### src/rtl/sigma_bus_pkg.sv
// Shared types and constants for the sigma SoC data-bus arbiter.
// Contents: bus request payload struct, arbiter FSM state enum, master ids
// and priority-mode encodings used by the pick logic.
package sigma_bus_pkg;

  typedef struct packed {
    logic        we;
    logic [31:0] addr;
    logic [3:0]  be;
    logic [31:0] wdata;
  } bus_req_t;

  typedef enum logic {
    ARB_IDLE,
    ARB_RD_WAIT
  } arb_state_t;

  localparam logic MASTER_CPU = 1'b0;
  localparam logic MASTER_UDM = 1'b1;

  localparam logic MODE_RR    = 1'b0;
  localparam logic MODE_FIXED = 1'b1;

endpackage

### src/rtl/sigma_rr_pick2.sv
// Two-way winner selection for the sigma bus arbiter (purely combinational).
// Ports: req[1:0] active requests, last = master of the previous accepted
// transfer, mode (MODE_RR / MODE_FIXED), winner = selected master id.
module sigma_rr_pick2
  import sigma_bus_pkg::*;
(
  input  logic [1:0] req,
  input  logic       last,
  input  logic       mode,
  output logic       winner
);

  always_comb begin
    winner = ~last;
    case (req)
      2'b01:   winner = MASTER_CPU;
      2'b10:   winner = MASTER_UDM;
      // Tie: fixed mode favours the debug master, round-robin favours
      // whoever did not get the previous transfer.
      2'b11:   winner = (mode == MODE_FIXED) ? MASTER_UDM : ~last;
      default: winner = ~last;
    endcase
  end

endmodule

### src/rtl/sigma_bus_arb.sv
// Two-master (CPU = m0, UDM = m1) to one-slave arbiter for the sigma data bus.
// Ports: mN_* master request/ack/payload and registered read response,
// s_* slave-side mirror, timeout_cnt_o saturating count of response timeouts.
module sigma_bus_arb
  import sigma_bus_pkg::*;
#(
  parameter string       PRIORITY_MODE = "RR",
  parameter int          RESP_TIMEOUT  = 255,
  parameter logic [31:0] ERR_RDATA     = 32'hDEADBEEF
) (
  input  logic        clk_i,
  input  logic        rst_i,
  input  logic        m0_req_i,
  output logic        m0_ack_o,
  input  logic        m0_we_i,
  input  logic [31:0] m0_addr_i,
  input  logic [3:0]  m0_be_i,
  input  logic [31:0] m0_wdata_i,
  output logic        m0_resp_o,
  output logic [31:0] m0_rdata_o,
  output logic        m0_err_o,
  input  logic        m1_req_i,
  output logic        m1_ack_o,
  input  logic        m1_we_i,
  input  logic [31:0] m1_addr_i,
  input  logic [3:0]  m1_be_i,
  input  logic [31:0] m1_wdata_i,
  output logic        m1_resp_o,
  output logic [31:0] m1_rdata_o,
  output logic        m1_err_o,
  output logic        s_req_o,
  input  logic        s_ack_i,
  output logic        s_we_o,
  output logic [31:0] s_addr_o,
  output logic [3:0]  s_be_o,
  output logic [31:0] s_wdata_o,
  input  logic        s_resp_i,
  input  logic [31:0] s_rdata_i,
  output logic [15:0] timeout_cnt_o
);

  localparam logic        MODE     = (PRIORITY_MODE == "FIXED") ? MODE_FIXED : MODE_RR;
  // Decision cycle for the timeout: the error response, registered one cycle
  // later, then lands RESP_TIMEOUT+1 cycles after the read accept.
  localparam logic [15:0] TMO_LAST = 16'(RESP_TIMEOUT - 1);

  arb_state_t  state;
  logic        owner;
  logic        rr_last;
  logic        locked;
  logic        lock_sel;
  logic [15:0] tmo_cnt;
  logic [15:0] tcnt;
  logic [1:0]  resp_q;
  logic        err_q;
  logic [31:0] rdata_q;

  logic [1:0]  req_vec;
  logic        pick_win;
  logic        sel;
  logic        grant_req;
  logic        accept;
  bus_req_t    m0_pay;
  bus_req_t    m1_pay;
  bus_req_t    pay;

  assign req_vec = {m1_req_i, m0_req_i};
  assign m0_pay  = '{we: m0_we_i, addr: m0_addr_i, be: m0_be_i, wdata: m0_wdata_i};
  assign m1_pay  = '{we: m1_we_i, addr: m1_addr_i, be: m1_be_i, wdata: m1_wdata_i};

  sigma_rr_pick2 u_pick (
    .req    (req_vec),
    .last   (rr_last),
    .mode   (MODE),
    .winner (pick_win)
  );

  // A master already presented to the slave stays selected until it is
  // acked, so the payload never switches under a stalled slave.
  assign sel       = (locked && req_vec[lock_sel]) ? lock_sel : pick_win;
  assign pay       = (sel == MASTER_UDM) ? m1_pay : m0_pay;
  assign grant_req = !rst_i && (state == ARB_IDLE) && req_vec[sel];
  assign accept    = grant_req && s_ack_i;

  assign s_req_o   = grant_req;
  assign s_we_o    = rst_i ? 1'b0  : pay.we;
  assign s_addr_o  = rst_i ? 32'h0 : pay.addr;
  assign s_be_o    = rst_i ? 4'h0  : pay.be;
  assign s_wdata_o = rst_i ? 32'h0 : pay.wdata;
  assign m0_ack_o  = accept && (sel == MASTER_CPU);
  assign m1_ack_o  = accept && (sel == MASTER_UDM);

  assign m0_resp_o     = resp_q[0];
  assign m1_resp_o     = resp_q[1];
  assign m0_rdata_o    = resp_q[0] ? rdata_q : 32'h0;
  assign m1_rdata_o    = resp_q[1] ? rdata_q : 32'h0;
  assign m0_err_o      = resp_q[0] & err_q;
  assign m1_err_o      = resp_q[1] & err_q;
  assign timeout_cnt_o = tcnt;

  always_ff @(posedge clk_i) begin
    if (rst_i) begin
      state    <= ARB_IDLE;
      owner    <= MASTER_CPU;
      rr_last  <= MASTER_UDM;
      locked   <= 1'b0;
      lock_sel <= MASTER_CPU;
      tmo_cnt  <= 16'h0;
      tcnt     <= 16'h0;
      resp_q   <= 2'b00;
      err_q    <= 1'b0;
      rdata_q  <= 32'h0;
    end else begin
      resp_q <= 2'b00;
      err_q  <= 1'b0;
      case (state)
        ARB_IDLE: begin
          if (accept) begin
            rr_last <= sel;
            locked  <= 1'b0;
            if (!pay.we) begin
              owner   <= sel;
              tmo_cnt <= 16'h0;
              state   <= ARB_RD_WAIT;
            end
          end else if (grant_req) begin
            locked   <= 1'b1;
            lock_sel <= sel;
          end else begin
            locked <= 1'b0;
          end
        end
        ARB_RD_WAIT: begin
          // A real response beats a timeout landing in the same cycle.
          if (s_resp_i) begin
            resp_q  <= (owner == MASTER_UDM) ? 2'b10 : 2'b01;
            rdata_q <= s_rdata_i;
            state   <= ARB_IDLE;
          end else if (tmo_cnt == TMO_LAST) begin
            resp_q  <= (owner == MASTER_UDM) ? 2'b10 : 2'b01;
            rdata_q <= ERR_RDATA;
            err_q   <= 1'b1;
            if (tcnt != 16'hFFFF) tcnt <= tcnt + 16'h1;
            state   <= ARB_IDLE;
          end else begin
            tmo_cnt <= tmo_cnt + 16'h1;
          end
        end
        default: state <= ARB_IDLE;
      endcase
    end
  end

endmodule

### config.mk
export PLATFORM = sky130hd
export DESIGN_NAME = sigma_bus_arb
export DESIGN_NICKNAME = d
export VERILOG_FILES = /design/src/rtl/sigma_bus_pkg.sv /design/src/rtl/sigma_rr_pick2.sv /design/src/rtl/sigma_bus_arb.sv
export SDC_FILE = /design/constraint.sdc
export NUM_CORES = 1
export LEC_CHECK = 0
export CORE_AREA = 2 2 129 131
export CTS_BUF_LIST = sky130_fd_sc_hd__clkbuf_2 sky130_fd_sc_hd__clkbuf_4 sky130_fd_sc_hd__clkbuf_8
export DETAILED_ROUTE_END_ITERATION = 6
export DIE_AREA = 0 0 131 133
export GPL_TIMING_DRIVEN = 0
export HOLD_SLACK_MARGIN = 0.12
export PLACE_DENSITY = 0.66
export SLEW_MARGIN = 20
export SYNTH_ARGS = -nofsm -noshare
export SYNTH_HDL_FRONTEND = slang
export SYNTH_SLANG_ARGS = --single-unit
### constraint.sdc
create_clock -name clk_i -period 4.4 [get_ports clk_i]
set_input_delay 0.44 -clock clk_i [delete_from_list [all_inputs] [get_ports clk_i]]
set_output_delay 0.44 -clock clk_i [all_outputs]
set_load 0.005 [all_outputs]
==> results of run 1 <==
[layout make-up]
| class | instances | share of cell area |
|---|---|---|
| well taps | 220 | 0.03342 |
| clock inverters | 2 | 0.001519 |
| clock buffers | 13 | 0.02172 |
| repair buffers | 330 | 0.4010 |
| inverters | 9 | 0.004101 |
| plain buffers | 46 | 0.02142 |
| multi-input cells | 501 | 0.3418 |
| flip-flops and latches | 72 | 0.1750 |
[routing by layer]
layer	wire, um	up-vias	GRT usage
li1	-	2868	-
met1	8143	2512	0.2688
met2	8937	222	0.3382
met3	1301	17	0.04569
met4	239	0	0.04669
met5	0	-	0
[per-stage QoR]
step	instances	hold slack (ns)	setup slack (ns)	utilization	total power [W]
2_1_floorplan	628	0.4275	1.940	-	0.0008827
3_3_place_gp	1178	0.4571	0.4732	0.4975	0.001231
3_5_place_dp	1178	0.4734	0.4152	0.4975	0.001233
4_1_cts	1193	0.4881	0.4148	0.5093	0.001739
5_1_grt	1193	0.5002	0.1937	0.5093	0.001812
6_report	1193	0.4858	0.3793	0.5093	0.001722
[how the worst min path moves through the flow]
stage | from | slack (ns) | end
after CTS | tmo_cnt[13] | 0.49 | tmo_cnt[13]
final | tmo_cnt[13] | 0.49 | tmo_cnt[13]
after floorplan | owner | 0.43 | resp_q[0]
after global routing | tmo_cnt[13] | 0.50 | tmo_cnt[13]
after global placement | tmo_cnt[15] | 0.46 | tmo_cnt[15]
after detailed placement | tmo_cnt[13] | 0.47 | tmo_cnt[13]
[state kept, by name, summed over array words and instances, names as in the netlist]
| name | count |
|---|---|
| lock_sel | 1 |
| tmo_cnt | 16 |
| resp_q | 2 |
| timeout_cnt_o | 16 |
| rr_last | 1 |
| owner | 1 |
| state | 1 |
| locked | 1 |
| err_q | 1 |
| rdata_q | 32 |
[cells in the final DEF, fill, tap and decap left out, types with 3 or more instances in the layout]
cell / count
clkbuf_8: 13
a32o_1: 6
nor2_1: 36
xnor2_1: 9
o21ai_0: 11
and2_1: 67
nor2b_1: 4
o31ai_1: 5
nand4_1: 6
clkbuf_1: 41
nor4_1: 4
a21oi_1: 83
nor4_2: 3
nor3_1: 5
dfxtp_1: 72
ha_1: 5
a22oi_1: 9
nand3_1: 15
o221a_2: 24
inv_1: 8
a31oi_1: 6
nand2b_1: 4
clkdlybuf4s50_1: 330
and3_1: 6
nand2_1: 161
and4_1: 3
or3_1: 5
buf_2: 3
[kinds of logic after synthesis]
family / Yosys count / synth area share
buffers and inverters: 55 / 0.04706
AND/OR/NAND/NOR: 329 / 0.3594
AO/OA/AOI/OAI: 156 / 0.2350
multiplexers: 1 / 0.002241
flip-flops: 72 / 0.3227
adder cells (fa/ha/maj): 5 / 0.01401
XOR/XNOR: 10 / 0.01961
[power groups by stage]
stage | combinational, W | clock, W | sequential [W]
3_5_place_dp | 0.000546 | 0 | 0.000687
2_1_floorplan | 0.000200 | 0 | 0.000683
6_report | 0.000548 | 0.000502 | 0.000671
3_3_place_gp | 0.000545 | 0 | 0.000686
4_1_cts | 0.000551 | 0.000517 | 0.000671
5_1_grt | 0.000594 | 0.000545 | 0.000672
==> results.md, run 1 <==
* Die area at 17420 um^2
* CP Capture Type: output pin
* Register bit total from synthesis at 72
* Net switching power at 0.0004796 W
* Grt ovf at 0
* Fraction of final layout cells sized beyond drive strength 1 at 0.05447
* First-pass GRT wire length at 28090 um
* # setup viols final at 0
* Flop pwr share at 0.390
* Critical path, cell by cell: clkdlybuf4s50_1, inv_1, ha_1, nand2b_1, a31oi_1, or2_2, clkbuf_1, clkbuf_1, nand2_1, a21oi_1, clkdlybuf4s50_1
* Syn Inst Count at 628
* Setup TNS at 0 ns
* Worst flop-to-flop path startpoint: tmo_cnt[1]
* Syn_nets at 809
* Clock-pin slew on the worst setup and hold paths at 0.07 ns
* Htree depth at 3
* Antenna Nets Post-Route at 0
* CP Launch Type: input pin
* Max_slew headroom at 0.5384
* Async set-reset flop share out of synthesis at 0
* Least-Margin Pin Slew at 0.6878 ns
* Worst clock skew at 0.005401 ns
* Layout Area Growth over Synthesis at 84.40%
* Sequential cell area at 1441 um^2
* Routed WL at 18620 um
* Crit path max-delay family: buffers and inverters
* Die Ht at 133 um
* Post-CTS sizing at 0
* Crit path max fanout at 10
* Synth unique cells at 49
* Slew Limit Fails at 0
* Post-DP HPWL at 15090 um
* RSZ-0062 raised after global routing: no
* Worst path bufs/invs at 5
* Post-CTS Setup Bufs at 0
* DP Area at 8045 um^2
* Clock share of power at 0.292
* Antenna diodes at 0
* Initial core utilization at 0.2762
* CTS Sinks at 72
* Power per Cell Area at 209.1 nW/um^2
* Cell-internal power at 0.001242 W
* Reg2reg end: tmo_cnt[7]
* Crit-path max cell delay at 0.57 ns
* Min-delay worst type: reg2reg
* YS warnings at 0
* Critical Path AT at 3.58 ns
* Setup Crit Path Kind: in2out
* Critical-path top delay cell: clkdlybuf4s50_1
* Synth Cell Area at 4467 um^2
* Antenna violations before repair at 0
* Ports at 332
* Gpl congestion at 0.8146
* Synth area leader: dfxtp_1
* Chip Width at 131 um
* Hold path depth at 1
* Largest cells by area after synthesis: dfxtp_1 32%, nand2_1 14%, and2_1 9.4%, a21oi_1 9.3%, o221a_2 6.1%
* Total Routing Usage GR at 0.2040
* Final Critical Period at 4.021 ns
* Clock root cell: clkbuf_8
* CTS max path bufs at 2
* FF-to-FF setup slack at 1.90 ns
* Vias in the first global route at 5142
* Max VDD drop at 127.1 uV
* Initial detailed-routing violation count at 326
* DR vias at 5619
* Instance count on the critical path at 11
* Final instance area at 8237 um^2
* DRC Markers at 0
* Sequential fraction of the synthesis area at 0.3227
* # port buffers at 330
* Post-synth top area share at 0.3227
* Sw Share at 0.2785
* Filler cell count at 1569
* Crit share post-route at 0.9138
* Skew-Pair Late Insertion Delay at 0.35 ns
* Hold Vio Cnt, Final at 0
* First-pass iteration count of the detailed router at 5
* Worst R2R Path Depth at 8
* Crit. Startpoint: m0_req_i
* Gate power share at 0.318
* CTS tree: built
* Avg Inst Size Synth at 7.113 um^2
* Crit path to: s_addr_o[17]
* Top-count cell post-synth: nand2_1
* Post-synth EDFFs at 0
* Core Box Area at 16170 um^2
* Hold Buf Count CTS at 0
* Status: finished clean
* MaxCap Viol Count at 0
* Row cnt at 47
* Nets at 1150
* Post-DR wirelength/cell at 15.61 um
* Largest net degree at the start of global routing at 12
* Vias/cell at 4.710
* Max Clk Rate at 248.7 MHz
* Leak at 2.979 nW
* Multi-input combinational cell area at 2815 um^2
* Req. time, crit path at 3.96 ns
* CTS Buf Count at 9
* Most used flip-flop cell after synthesis: dfxtp_1
* Synth top cells by count: 161 x nand2_1, 83 x a21oi_1, 72 x dfxtp_1
Power figures use the tool's default switching activity.
==> inputs of run 2 (changes only) <==
--- a/config.mk
+++ b/config.mk
@@ -7,6 +7,7 @@
 export LEC_CHECK = 0
 export CORE_AREA = 2 2 129 131
 export CTS_BUF_LIST = sky130_fd_sc_hd__clkbuf_2 sky130_fd_sc_hd__clkbuf_4 sky130_fd_sc_hd__clkbuf_8
+export CTS_CLUSTER_DIAMETER = 150
 export DETAILED_ROUTE_END_ITERATION = 6
 export DIE_AREA = 0 0 131 133
 export GPL_TIMING_DRIVEN = 0
==> results of run 2 <==
The final DEF is identical to that of run 1; final timing and power are the same.
